==> src/rtl/fp16_unpack.sv <==
// fp16_unpack: decodes IEEE-754 half-precision words into sign / shift / mantissa for the
// downstream barrel shifter. Optional event counters are built when FP16_UNPACK_STATS_EN is defined.
module fp16_unpack #(
    parameter int FRAC_BITS = 24
) (
    input  logic        clk,
    input  logic        reset,
    input  logic [15:0] fp16_i,
    input  logic        valid_i,
    output logic        ready_o,
    input  logic        ready_i,
    output logic        sign_o,
    output logic [4:0]  shft_amt_o,
    output logic [11:0] mant_o,
    output logic        valid_o,
    output logic        valid_d_o,
    output logic        sign_d_o,
    output logic [2:0]  flags_d_o,
    input  logic        clr_stats_i,
    output logic [15:0] ovf_cnt_o,
    output logic [15:0] uflow_cnt_o,
    output logic [15:0] nan_cnt_o
);

    // Shift bias folds the fp16 exponent bias (15) and the 10 fraction bits into one constant.
    localparam logic signed [7:0] SH_BIAS    = 8'(FRAC_BITS - 25);
    localparam logic [2:0]        FLAG_NAN   = 3'b100;
    localparam logic [2:0]        FLAG_OVF   = 3'b010;
    localparam logic [2:0]        FLAG_UFLOW = 3'b001;

    logic [15:0]       buf_r [2];
    logic              wr_ptr_r;
    logic              rd_ptr_r;
    logic [1:0]        count_r;
    logic [1:0]        count_nxt_s;
    logic              push_s;
    logic              pop_s;
    logic [2:0]        flags_r;

    logic [15:0]       head_s;
    logic              s_s;
    logic [4:0]        e_s;
    logic [9:0]        f_s;
    logic signed [7:0] sh_s;
    logic [11:0]       m_s;
    logic              dec_sign_s;
    logic [4:0]        dec_shft_s;
    logic [11:0]       dec_mant_s;
    logic [2:0]        dec_flags_s;

    assign push_s = valid_i && ready_o;
    assign pop_s  = (count_r != 2'd0) && ready_i;

    // Buffer occupancy for the next cycle.
    always_comb begin
        count_nxt_s = count_r;
        if (push_s && !pop_s) begin
            count_nxt_s = count_r + 2'd1;
        end else if (pop_s && !push_s) begin
            count_nxt_s = count_r - 2'd1;
        end else begin
            count_nxt_s = count_r;
        end
    end

    // Two-entry skid buffer storage, pointers, count and registered ready.
    always_ff @(posedge clk) begin
        if (reset) begin
            buf_r[0] <= 16'h0000;
            buf_r[1] <= 16'h0000;
            wr_ptr_r <= 1'b0;
            rd_ptr_r <= 1'b0;
            count_r  <= 2'd0;
            ready_o  <= 1'b1;
        end else begin
            if (push_s) begin
                buf_r[wr_ptr_r] <= fp16_i;
                wr_ptr_r        <= ~wr_ptr_r;
            end
            if (pop_s) begin
                rd_ptr_r <= ~rd_ptr_r;
            end
            count_r <= count_nxt_s;
            ready_o <= (count_nxt_s < 2'd2);
        end
    end

    assign head_s = buf_r[rd_ptr_r];
    assign s_s    = head_s[15];
    assign e_s    = head_s[14:10];
    assign f_s    = head_s[9:0];
    assign sh_s   = $signed({3'b000, e_s}) + SH_BIAS;
    assign m_s    = {2'b01, f_s};

    // Decode of the head entry; denormals flush to +0, every exception forces a zero mantissa.
    always_comb begin
        dec_sign_s  = 1'b0;
        dec_shft_s  = 5'd0;
        dec_mant_s  = 12'h000;
        dec_flags_s = 3'b000;
        if (e_s == 5'd0) begin
            dec_sign_s = 1'b0;
        end else if (e_s == 5'd31) begin
            dec_sign_s  = s_s;
            dec_flags_s = (f_s != 10'd0) ? FLAG_NAN : FLAG_OVF;
        end else if (sh_s > 8'sd31) begin
            dec_sign_s  = s_s;
            dec_flags_s = FLAG_OVF;
        end else if (sh_s < 8'sd0) begin
            dec_sign_s  = s_s;
            dec_flags_s = FLAG_UFLOW;
        end else begin
            dec_sign_s = s_s;
            dec_shft_s = sh_s[4:0];
            dec_mant_s = s_s ? (~m_s + 12'd1) : m_s;
        end
    end

    // Issue registers: loaded only when an entry leaves the buffer.
    always_ff @(posedge clk) begin
        if (reset) begin
            valid_o    <= 1'b0;
            sign_o     <= 1'b0;
            shft_amt_o <= 5'd0;
            mant_o     <= 12'h000;
            flags_r    <= 3'b000;
        end else begin
            valid_o <= pop_s;
            if (pop_s) begin
                sign_o     <= dec_sign_s;
                shft_amt_o <= dec_shft_s;
                mant_o     <= dec_mant_s;
                flags_r    <= dec_flags_s;
            end
        end
    end

    // Delay line matching the shifter's single register stage.
    always_ff @(posedge clk) begin
        if (reset) begin
            valid_d_o <= 1'b0;
            sign_d_o  <= 1'b0;
            flags_d_o <= 3'b000;
        end else begin
            valid_d_o <= valid_o;
            sign_d_o  <= sign_o;
            flags_d_o <= flags_r;
        end
    end

`ifdef FP16_UNPACK_STATS_EN
    function automatic logic [15:0] sat_inc(input logic [15:0] v);
        return (v == 16'hFFFF) ? v : (v + 16'd1);
    endfunction

    // Saturating event counters; clear wins over a same-cycle increment.
    always_ff @(posedge clk) begin
        if (reset) begin
            ovf_cnt_o   <= 16'h0000;
            uflow_cnt_o <= 16'h0000;
            nan_cnt_o   <= 16'h0000;
        end else if (clr_stats_i) begin
            ovf_cnt_o   <= 16'h0000;
            uflow_cnt_o <= 16'h0000;
            nan_cnt_o   <= 16'h0000;
        end else if (pop_s) begin
            if (dec_flags_s[1]) begin
                ovf_cnt_o <= sat_inc(ovf_cnt_o);
            end
            if (dec_flags_s[0]) begin
                uflow_cnt_o <= sat_inc(uflow_cnt_o);
            end
            if (dec_flags_s[2]) begin
                nan_cnt_o <= sat_inc(nan_cnt_o);
            end
        end
    end
`else
    logic unused_clr_stats_s;
    assign unused_clr_stats_s = clr_stats_i;
    assign ovf_cnt_o          = 16'h0000;
    assign uflow_cnt_o        = 16'h0000;
    assign nan_cnt_o          = 16'h0000;
`endif

endmodule

==> config.mk <==
export PLATFORM = sky130hd
export DESIGN_NAME = fp16_unpack
export DESIGN_NICKNAME = d
export VERILOG_FILES = /design/src/rtl/fp16_unpack.sv
export SDC_FILE = /design/constraint.sdc
export NUM_CORES = 1
export LEC_CHECK = 0
export ABC_AREA = 0
export CORE_MARGIN = 10
export CORE_UTILIZATION = 35
export DETAILED_ROUTE_END_ITERATION = 7
export GPL_TIMING_DRIVEN = 0
export MAX_ROUTING_LAYER = met4
export PLACE_DENSITY_LB_ADDON = 0.2
export SYNTH_ARGS = -nofsm -noshare
export SYNTH_HDL_FRONTEND = slang
export SYNTH_SLANG_ARGS = --single-unit
==> constraint.sdc <==
create_clock -name clk -period 7.05 [get_ports clk]
set_input_delay 1.7625 -clock clk [delete_from_list [all_inputs] [get_ports clk]]
set_output_delay 1.7625 -clock clk [all_outputs]
set_load 0.01 [all_outputs]
==> reports/qor.csv, run 1 <==
metric;value;unit
min_to;mant_o[10]$_SDFFE_PP0P_;
synth_compound_area_frac;0.1072;
detail-route-antenna-nets;0;
gp_congestion;0.9528;
cts_tree;yes;
fin_crit_sh;0.5540;
grt_pass1_vias;2540;
power.leakage;1.845;nW
fp.coreArea;9774;um2
reg2reg_slack;3140;ps
cts_made_buffers;9;
cts.repair.resized;0;
netlist.area_leader.share;0.2745;
tightest_slew;863.0;ps
synth_top_family_by_area;simple AND/OR/NAND/NOR gates;
min_path_type;reg -> reg;
layout_common_cells;48 x buf_4, 48 x conb_1, 44 x clkdlybuf4s50_1;
whs;455.3;ps
cts-root-buf;clkbuf_8;
crit_chain;buf_6 -> buf_2 -> buf_6 -> buf_2 -> mux2i_1 -> ha_1 -> inv_1 -> nor3_1 -> a21oi_1 -> o32ai_1 -> a21o_1 -> ha_1 -> o311a_4 -> nor3_4 -> buf_6 -> nand2_2 -> a21oi_2;
setup.worst_path.end_class;flip-flop;
netlist_area;3501;um2
critical_path.max_stage_delay;490;ps
antenna_found_initial;0;
synth-simple-area-share;0.1833;
num_antenna_cells;0;
outcome;finished, final reports clean;
finalClockSkew;4.598;ps
worstHoldStart;mant_o[10]$_SDFFE_PP0P_;
die_area;14400;um2
nets;478;
die_y;120.0;um
setup_viol;0;
initialDrtViolationCount;122;
cap_violations;0;
avgRoutedWirePerCell;13.51;um
grt_max_degree;17;
period_minus_slack;3906;ps
synth_cell_types;53;
port_buffers;44;
hold_violations;0;
ys_seq_elements;65;
yosys_warnings;0;
cts.sinks;65;
dr.pass1.iters;4;
path_max_fanout;10;
ys_top_cells_by_area;edfxtp_1 27%, dfxtp_1 19%, buf_4 10%, and2_1 5.7%, mux2i_1 4.0%;
initial_utilization;0.3582;
rows;36;
p_switching;354.7;uW
swShare;0.3018;
viasPerCell;4.322;
critical_path_buf_inv_count;6;
r2r_end;mant_o[11]$_SDFFE_PP0P_;
p_clk_frac;0.321;
clk_latency;340;ps
drv_slew;0;
cp_top_family;buffers and inverters;
avgSynthCellArea;10.09;um2
drc;0;
syn_inst;347;
clock.fmax;256.0;MHz
rsz0062_at_grt;no;
place_inst;571;
synth_edf_count;32;
clk_path_buf_depth;2;
fin_util;0.4635;
dp_hpwl;6.375;mm
cpMostUsedCell;buf_6;
synth_async_sr_flop_share;0;
setup_tns;0;ps
grt_pass1_wl;12.97;mm
pwr-share-comb;0.284;
io_pins;94;
post_route_cells_drive_above_1_share;0.1850;
synth_top_cell_by_area;edfxtp_1;
synth_flop_cell;dfxtp_1;
grt_overflow;0;
syn_to_final_growth;29.41;%
crit_type;reg -> reg;
slew_headroom;0.4098;
p_int;820.7;uW
p_per_area;259.4;nW/um2
cp_data_required_time;7320;ps
cts.clk_slew.worst_paths;70;ps
grt_util_all_layers;0.1131;
routed_wirelength;7.930;mm
p_seq_frac;0.394;
h-tree-depth;3;
postCtsSetupBuffers;0;
synth_xor_area_frac;0.02502;
synth_seq_area_share;0.4632;
ir_drop;128.2;uV
crit_path_start_kind;flip-flop;
stdcell_count;587;
cts_hold_buf;0;
via_count;2537;
synthAdderAreaFrac;0.02859;
crit_slowest_cell;mux2i_1;
crit_arrival;4170;ps
fp.dieW;120.0;um
hold_depth;2;
reg2reg_depth;17;
muxShareOfSynthArea;0.05361;
## logic make-up (layout without fill, tap and decap cells)
logic type | Yosys count | after routing
and+or+nand+nor | 122 | 122
DFF | 65 | 65
muxes | 18 | 18
AOI/OAI and AO/OA | 52 | 52
buffers and inverters | 71 | 131
adders and majority gates | 8 | 8
other | 1 | 48
xor gates and xnor gates | 10 | 10
## sequential cells by signal, summed over array words and instances (netlist names), named ones only
name	count
buf_r	32
count_r	2
flags_d_o	3
flags_r	3
mant_o	12
rd_ptr_r	1
ready_o	1
shft_amt_o	5
sign_d_o	1
sign_o	1
valid_d_o	1
valid_o	1
wr_ptr_r	1
## through the flow
stage | total power [mW] | area, um2 | worst slack (ps)
floorplan | 0.7102 | 3677 | 3813
global placement | 0.7992 | 4284 | 2478
detailed placement | 0.8043 | 4288 | 2788
CTS | 1.183 | 4531 | 3146
global route | 1.244 | 4531 | 2908
finish | 1.175 | 4531 | 3144
## how the worst max path moves through the flow
stage | endpoint | slack (ps) | cells after the start
2_1_floorplan | mant_o[11]$_SDFFE_PP0P_ | 3810 | 17
4_1_cts | buf_r[0][3]$_SDFFCE_PN0P_ | 3150 | 4
5_1_grt | mant_o[7]$_SDFFE_PP0P_ | 2910 | 17
3_3_place_gp | buf_r[0][8]$_SDFFCE_PN0P_ | 2480 | 4
3_5_place_dp | buf_r[0][8]$_SDFFCE_PN0P_ | 2790 | 4
6_report | mant_o[11]$_SDFFE_PP0P_ | 3140 | 17
## worst min-delay path, cell delays in order, from the launching register on
cell and delay (ps):
dfxtp_1 310, nand2_1 50, a21oi_1 50
## cell type report
class                   instances  area [um2]
inverters                      10       37.54
repair buffers                 44       440.4
plain buffers                  61       445.4
clock buffers                   9       123.9
flip-flops and latches         65        1622
fillers                       931        5244
clock inverters                 7       118.9
well taps                     133       166.4
multi-input cells             258        1577
## cells in the mapped netlist, types with 2 or more instances
| master | instances |
|---|---|
| mux2_2 | 2 |
| dfxtp_1 | 33 |
| and2_1 | 32 |
| nor3_1 | 15 |
| ha_1 | 8 |
| inv_1 | 10 |
| mux2i_1 | 14 |
| buf_4 | 48 |
| edfxtp_1 | 32 |
| a21oi_1 | 10 |
| o21ai_0 | 11 |
| xor2_1 | 9 |
| nand3_1 | 2 |
| nor2_1 | 31 |
| nand2b_1 | 2 |
| o32ai_1 | 2 |
| buf_2 | 2 |
| a22oi_1 | 10 |
| buf_6 | 4 |
| nor2b_1 | 5 |
| nand2_1 | 20 |
| clkbuf_1 | 6 |
| o31ai_1 | 2 |
| nor3b_1 | 6 |
| o211ai_1 | 3 |
## power by group through the flow
stage / registers (mW) / clock network [mW] / logic [mW]
2_1_floorplan: 0.469 / 0 / 0.241
3_3_place_gp: 0.471 / 0 / 0.328
3_5_place_dp: 0.472 / 0 / 0.333
4_1_cts: 0.464 / 0.386 / 0.334
5_1_grt: 0.469 / 0.404 / 0.372
6_report: 0.464 / 0.378 / 0.334
## routing by layer
layer  GRT usage  up-vias  wire length, um
met5           -        -                0
met4     0.04374        0              127
met3     0.03985       10              532
met2      0.1723       77             3593
met1      0.1346     1136             3676
li1            -     1314                -
No activity file was read; power rests on OpenSTA's default activity.
==> inputs of run 2 (changes only) <==
==> constraint.sdc (replaced) <==
create_clock -name clk -period 3.15 [get_ports clk]
set_input_delay 0.7875 -clock clk [delete_from_list [all_inputs] [get_ports clk]]
set_output_delay 0.7875 -clock clk [all_outputs]
set_load 0.01 [all_outputs]
==> run 2 against run 1 <==
Compared with the run above: clock-buffer cell count is the same; hold slack better by 1.1 ps; power grew 110%; core utilization rose by 0.090 points; global-route usage about the same; maximum frequency increased by 32%; sequential power grew 120%; largest power group unchanged.
==> reports/qor.csv, run 2 (synthesis results as in run 1) <==
metric;value;unit
outcome;finished, final reports clean;
seq_area;1622;um2
hold_violations;0;
antenna_found_initial;0;
nets;482;
fin_crit_sh;0.9361;
rsz0062_at_grt;no;
grt_util_all_layers;0.1135;
clock.fmax;339.1;MHz
critical_path.max_stage_delay;330;ps
cp_top_family;compound AO/OA/AOI/OAI gates;
h-tree-depth;3;
cp_data_required_time;3420;ps
die_y;120.0;um
tightest_slew;826.5;ps
finalClockSkew;7.558;ps
cts.clk_slew.worst_paths;70;ps
dr.pass1.iters;4;
die_area;14400;um2
power.leakage;1.841;nW
cts_tree;yes;
port_buffers;44;
setup_tns;0;ps
top_regs;buf_r x32, mant_o x12, shft_amt_o x5;
fp.dieW;120.0;um
top_layer_used;met4;
num_antenna_cells;0;
layout_commonest_cell;buf_4;
p_total;2.486;mW
min_path_type;reg -> reg;
clk_latency;340;ps
fp.coreArea;9774;um2
path_max_fanout;11;
reg2reg_slack;200;ps
wl_met3;721;um
gp_congestion;0.9377;
grt_pass1_wl;12.81;mm
fin_area;4539;um2
layout_common_cells;53 x buf_4, 48 x conb_1, 44 x clkdlybuf4s50_1;
viasPerCell;4.279;
largest_reg_flops;32;
setup.worst_path.end_class;flip-flop;
initial_utilization;0.3582;
top_register;buf_r;
cts_made_buffers;9;
crit_chain;buf_6 -> buf_8 -> mux2_4 -> inv_2 -> ha_2 -> inv_2 -> nor3_2 -> a21oi_1 -> o32ai_1 -> a21o_1 -> ha_1 -> o311a_4 -> nor3_4 -> buf_4 -> a32oi_1 -> nor2_1;
initialDrtViolationCount;111;
period_minus_slack;2949;ps
rows;36;
detail-route-antenna-nets;0;
grt_overflow;0;
routed_wirelength;7.975;mm
ir_drop;196.7;uV
pre_cts_slack;-429.8;ps
finalWorstSetupSlack;201.2;ps
placed_area;4300;um2
cpMostUsedCell;inv_2;
cts-root-buf;clkbuf_8;
critical_path_buf_inv_count;5;
crit_type;reg -> reg;
p_per_area;547.6;nW/um2
grt_max_degree;17;
dp_hpwl;6.228;mm
fillCellCount;926;
drv_slew;0;
multiInputGateArea;1600;um2
drc;0;
io_pins;94;
post_route_cells_drive_above_1_share;0.1965;
wl_met1;3.626;mm
met2_length;3.483;mm
syn_to_final_growth;29.66;%
grt_pass1_vias;2545;
cts.sinks;65;
setup_viol;0;
crit_path_start_kind;flip-flop;
crit_slowest_cell;dfxtp_1;
avgRoutedWirePerCell;13.49;um
slew_headroom;0.4486;
via_count;2529;
cap_violations;0;
crit_arrival;3220;ps
clk_path_buf_depth;2;
==> run 2: cell count changes in the layout (fill, tap and decap cells not counted), sizes merged <==
cell / change
buf: +4
clkinv: +2
bufinv: -2
==> run 2: layer usage <==
layer,GRT usage,vias to the layer above
met5,-,-
met4,0.04676,0
met3,0.03797,11
met2,0.1754,100
met1,0.1330,1096
li1,-,1322
==> run 2: worst reg2reg max path, cell delays in order (launching register included) <==
cell,delay (ps)
dfxtp_1,330
buf_6,150
buf_8,120
mux2_4,310
inv_2,60
ha_2,180
inv_2,70
nor3_2,170
a21oi_1,60
o32ai_1,290
a21o_1,160
ha_1,240
o311a_4,150
nor3_4,230
buf_4,170
a32oi_1,80
nor2_1,120
==> run 2: where the power goes <==
group	internal, mW	switching (mW)
Clock	0.355	0.307
Combinational	0.358	0.426
Sequential	0.981	0.0591
==> run 2: worst paths after layout <==
| kind | start | end | cells past startpoint |
|---|---|---|---|
| setup / recovery | flip-flop | shft_amt_o[2]$_SDFFE_PP0P_ | 16 |
| hold / removal | mant_o[3]$_SDFFE_PP0P_ | mant_o[3]$_SDFFE_PP0P_ | 2 |
| hold reg to reg | mant_o[3]$_SDFFE_PP0P_ | mant_o[3]$_SDFFE_PP0P_ | 2 |
| setup reg to reg | flip-flop | shft_amt_o[2]$_SDFFE_PP0P_ | 16 |
==> run 2: through the flow <==
step / hold slack [ps] / cells / utilization
finish: 456.3 / 591 / 0.4644
floorplan: 448.3 / 394 / -
CTS: 460.1 / 592 / 0.4644
global placement: 444.8 / 571 / 0.4396
global route: 478.0 / 591 / 0.4644
detailed placement: 450.1 / 571 / 0.4400
==> run 2: cell type report <==
cell class                      instances  area share
Multi-Input combinational cell        258      0.3525
Sequential cell                        65      0.3572
Clock inverter                          7     0.01351
Buffer                                 59     0.09675
Timing Repair Buffer                   50      0.1078
Clock buffer                            9     0.02729
Inverter                               10    0.008269
Tap cell                              133     0.03666
==> run 2: timing repair <==
item / 4_1_cts / 5_1_grt
pin swaps: 1 / 4
cloned: 1 / 0
resized for setup: 6 / 4
hold buffers: 0 / 0
buffers inserted: 5 / 0
setup endpoints to repair: 18 / 14
==> inputs of run 3 (changes only) <==
--- a/config.mk
+++ b/config.mk
@@ -5,13 +5,13 @@
 export SDC_FILE = /design/constraint.sdc
 export NUM_CORES = 1
 export LEC_CHECK = 0
-export ABC_AREA = 0
+export ABC_AREA = 1
 export CORE_MARGIN = 10
 export CORE_UTILIZATION = 35
 export DETAILED_ROUTE_END_ITERATION = 7
 export GPL_TIMING_DRIVEN = 0
 export MAX_ROUTING_LAYER = met4
-export PLACE_DENSITY_LB_ADDON = 0.2
+export PLACE_DENSITY = 0.59
 export SYNTH_ARGS = -nofsm -noshare
 export SYNTH_HDL_FRONTEND = slang
 export SYNTH_SLANG_ARGS = --single-unit
==> run 3 against run 2 <==
Compared with the run above: sequential share of layout area decreased by 0.22 points; clock power is 4.2% higher; first-iteration DRC count shrank 23%; design area rose by 0.61%; sequential power barely moved; worst setup slack gained 170 ps; critical endpoint is now buf_r[1][5]$_SDFFCE_PN0P_; highest routed layer unchanged.
==> reports/qor.csv, run 3 <==
metric;value;unit
min_path_type;reg -> reg;
synth_compound_area_frac;0.06361;
finalClockSkew;7.114;ps
drv_slew;0;
viasPerCell;4.049;
cts_made_buffers;9;
via_count;2798;
crit_path_start;valid_i;
synth_top_family_by_area;simple AND/OR/NAND/NOR gates;
yosys_warnings;0;
drc;0;
grt_util_all_layers;0.1078;
yosysMostFrequentCell;nand2_1;
ys_top_cells_by_area;edfxtp_1 27%, dfxtp_1 18%, nand2_1 11%, buf_4 10%, inv_1 7.3%;
hold_violations;0;
cp-endpoint;buf_r[1][5]$_SDFFCE_PN0P_;
ys_seq_elements;65;
synth_edf_count;32;
syn_to_final_growth;26.87;%
finalWorstSetupSlack;375.9;ps
top_regs;buf_r x32, mant_o x12, shft_amt_o x5;
grt_max_degree;17;
clock.fmax;360.5;MHz
ir_drop;235.1;uV
power.leakage;2.168;nW
dr.pass1.iters;4;
tightest_slew;716.2;ps
avgRoutedWirePerCell;11.12;um
grt_pass1_vias;2649;
h-tree-depth;3;
layout_commonest_cell;nand2_1;
cts.repair.resized;0;
initialDrtViolationCount;86;
crit_arrival;2690;ps
setup_tns;0;ps
synth-simple-area-share;0.2485;
gp_congestion;0.8634;
routed_wirelength;7.687;mm
die_y;121.4;um
initial_utilization;0.3633;
cts.sinks;65;
cts_tree;yes;
rsz0062_at_grt;no;
num_antenna_cells;0;
synthAdderAreaFrac;0.02781;
cp_data_required_time;3060;ps
fp.dieW;121.4;um
p_per_area;577.3;nW/um2
detail-route-antenna-nets;0;
clk_latency;330;ps
fp.coreArea;9910;um2
fin_crit_sh;0.8807;
io_pins;94;
cts_hold_buf;0;
reg2reg_slack;400;ps
synth_xor_area_frac;0.007299;
netlist.area_leader.share;0.2669;
r2r_end;mant_o[10]$_SDFFE_PP0P_;
synth_cell_types;34;
grt_pass1_wl;12.63;mm
reg2reg_depth;15;
grt_overflow;0;
dp_hpwl;6.142;mm
netlist_area;3600;um2
port_buffers;43;
synth_async_sr_flop_share;0;
synth_seq_area_share;0.4505;
synth_top_cell_by_area;edfxtp_1;
rows;36;
nets;582;
synth_flop_cell;dfxtp_1;
top_register;buf_r;
yosys-top-cells-count;101 x nand2_1, 70 x inv_1, 62 x nor2_1, 49 x buf_4, 33 x dfxtp_1;
crit_path_start_kind;input port;
post_route_cells_drive_above_1_share;0.1720;
postCtsSetupBuffers;0;
syn_inst;452;
crit_type;in -> reg;
path_max_fanout;16;
p_total;2.636;mW
cts.clk_slew.worst_paths;70;ps
outcome;finished, final reports clean;
setup_viol;0;
pre_cts_slack;-32.52;ps
cap_violations;0;
layout_common_cells;101 x nand2_1, 70 x inv_1, 62 x nor2_1;
muxShareOfSynthArea;0;
setup.worst_path.end_class;flip-flop;
period_minus_slack;2774;ps
antenna_found_initial;0;
cts-root-buf;clkbuf_8;
largest_reg_flops;32;
slew_headroom;0.5214;
avgSynthCellArea;7.964;um2
die_area;14740;um2
clk_path_buf_depth;2;
-- run 3: layer usage --
layer	routed length, um	track usage	share of wire
met1	3472	0.1217	0.45
met2	3405	0.1688	0.44
met3	743	0.04793	0.097
met5	0	-	0
met4	65	0.03204	0.0085
-- run 3: kinds of logic after synthesis --
| kind of cell | Yosys count |
|---|---|
| buffers and inverters | 134 |
| AOI/OAI and AO/OA | 34 |
| adders and majority gates | 8 |
| other | 1 |
| and+or+nand+nor | 207 |
| DFF | 65 |
| xor gates and xnor gates | 3 |
-- run 3: metrics by stage --
step	cells	util	instance area, um2	hold slack [ps]
after global routing	691	0.4609	4567	441.3
after global placement	675	0.4413	4373	409.9
after CTS	691	0.4609	4567	421.6
after floorplan	499	-	3776	399.7
final	691	0.4609	4567	423.0
after detailed placement	675	0.4413	4373	411.0
-- run 3: worst min-delay path by stage --
stage	start	end	slack [ps]	cells past startpoint
2_1_floorplan	flags_r[1]$_SDFFE_PP0P_	flags_d_o[1]$_SDFF_PP0_	400	2
3_3_place_gp	flags_r[2]$_SDFFE_PP0P_	flags_d_o[2]$_SDFF_PP0_	410	2
3_5_place_dp	flags_r[2]$_SDFFE_PP0P_	flags_d_o[2]$_SDFF_PP0_	410	2
4_1_cts	flags_r[2]$_SDFFE_PP0P_	flags_d_o[2]$_SDFF_PP0_	420	2
5_1_grt	flags_r[1]$_SDFFE_PP0P_	flags_d_o[1]$_SDFF_PP0_	440	2
6_report	flags_r[2]$_SDFFE_PP0P_	flags_d_o[2]$_SDFF_PP0_	420	2
-- run 3: critical path, cell delays in order --
cell and delay, ps:
clkdlybuf4s50_1 400, nand2_1 130, inv_1 80, nand3_1 260, clkbuf_1 440, nand2_1 580
-- run 3: final cells by class --
type	instances	area, um2
fillers	998	5343
inverters	73	274.0
clock inverters	7	70.07
repair buffers	43	430.4
multi-input cells	300	1430
well taps	133	166.4
clock buffers	9	123.9
flip-flops and latches	65	1622
plain buffers	61	450.4
-- run 3: power by group --
part / switching, mW / internal, mW / leakage (nW)
clock network: 0.327 / 0.364 / 0.0893
logic: 0.558 / 0.365 / 1.48
registers: 0.0385 / 0.984 / 0.602
total: 0.923 / 1.71 / 2.17
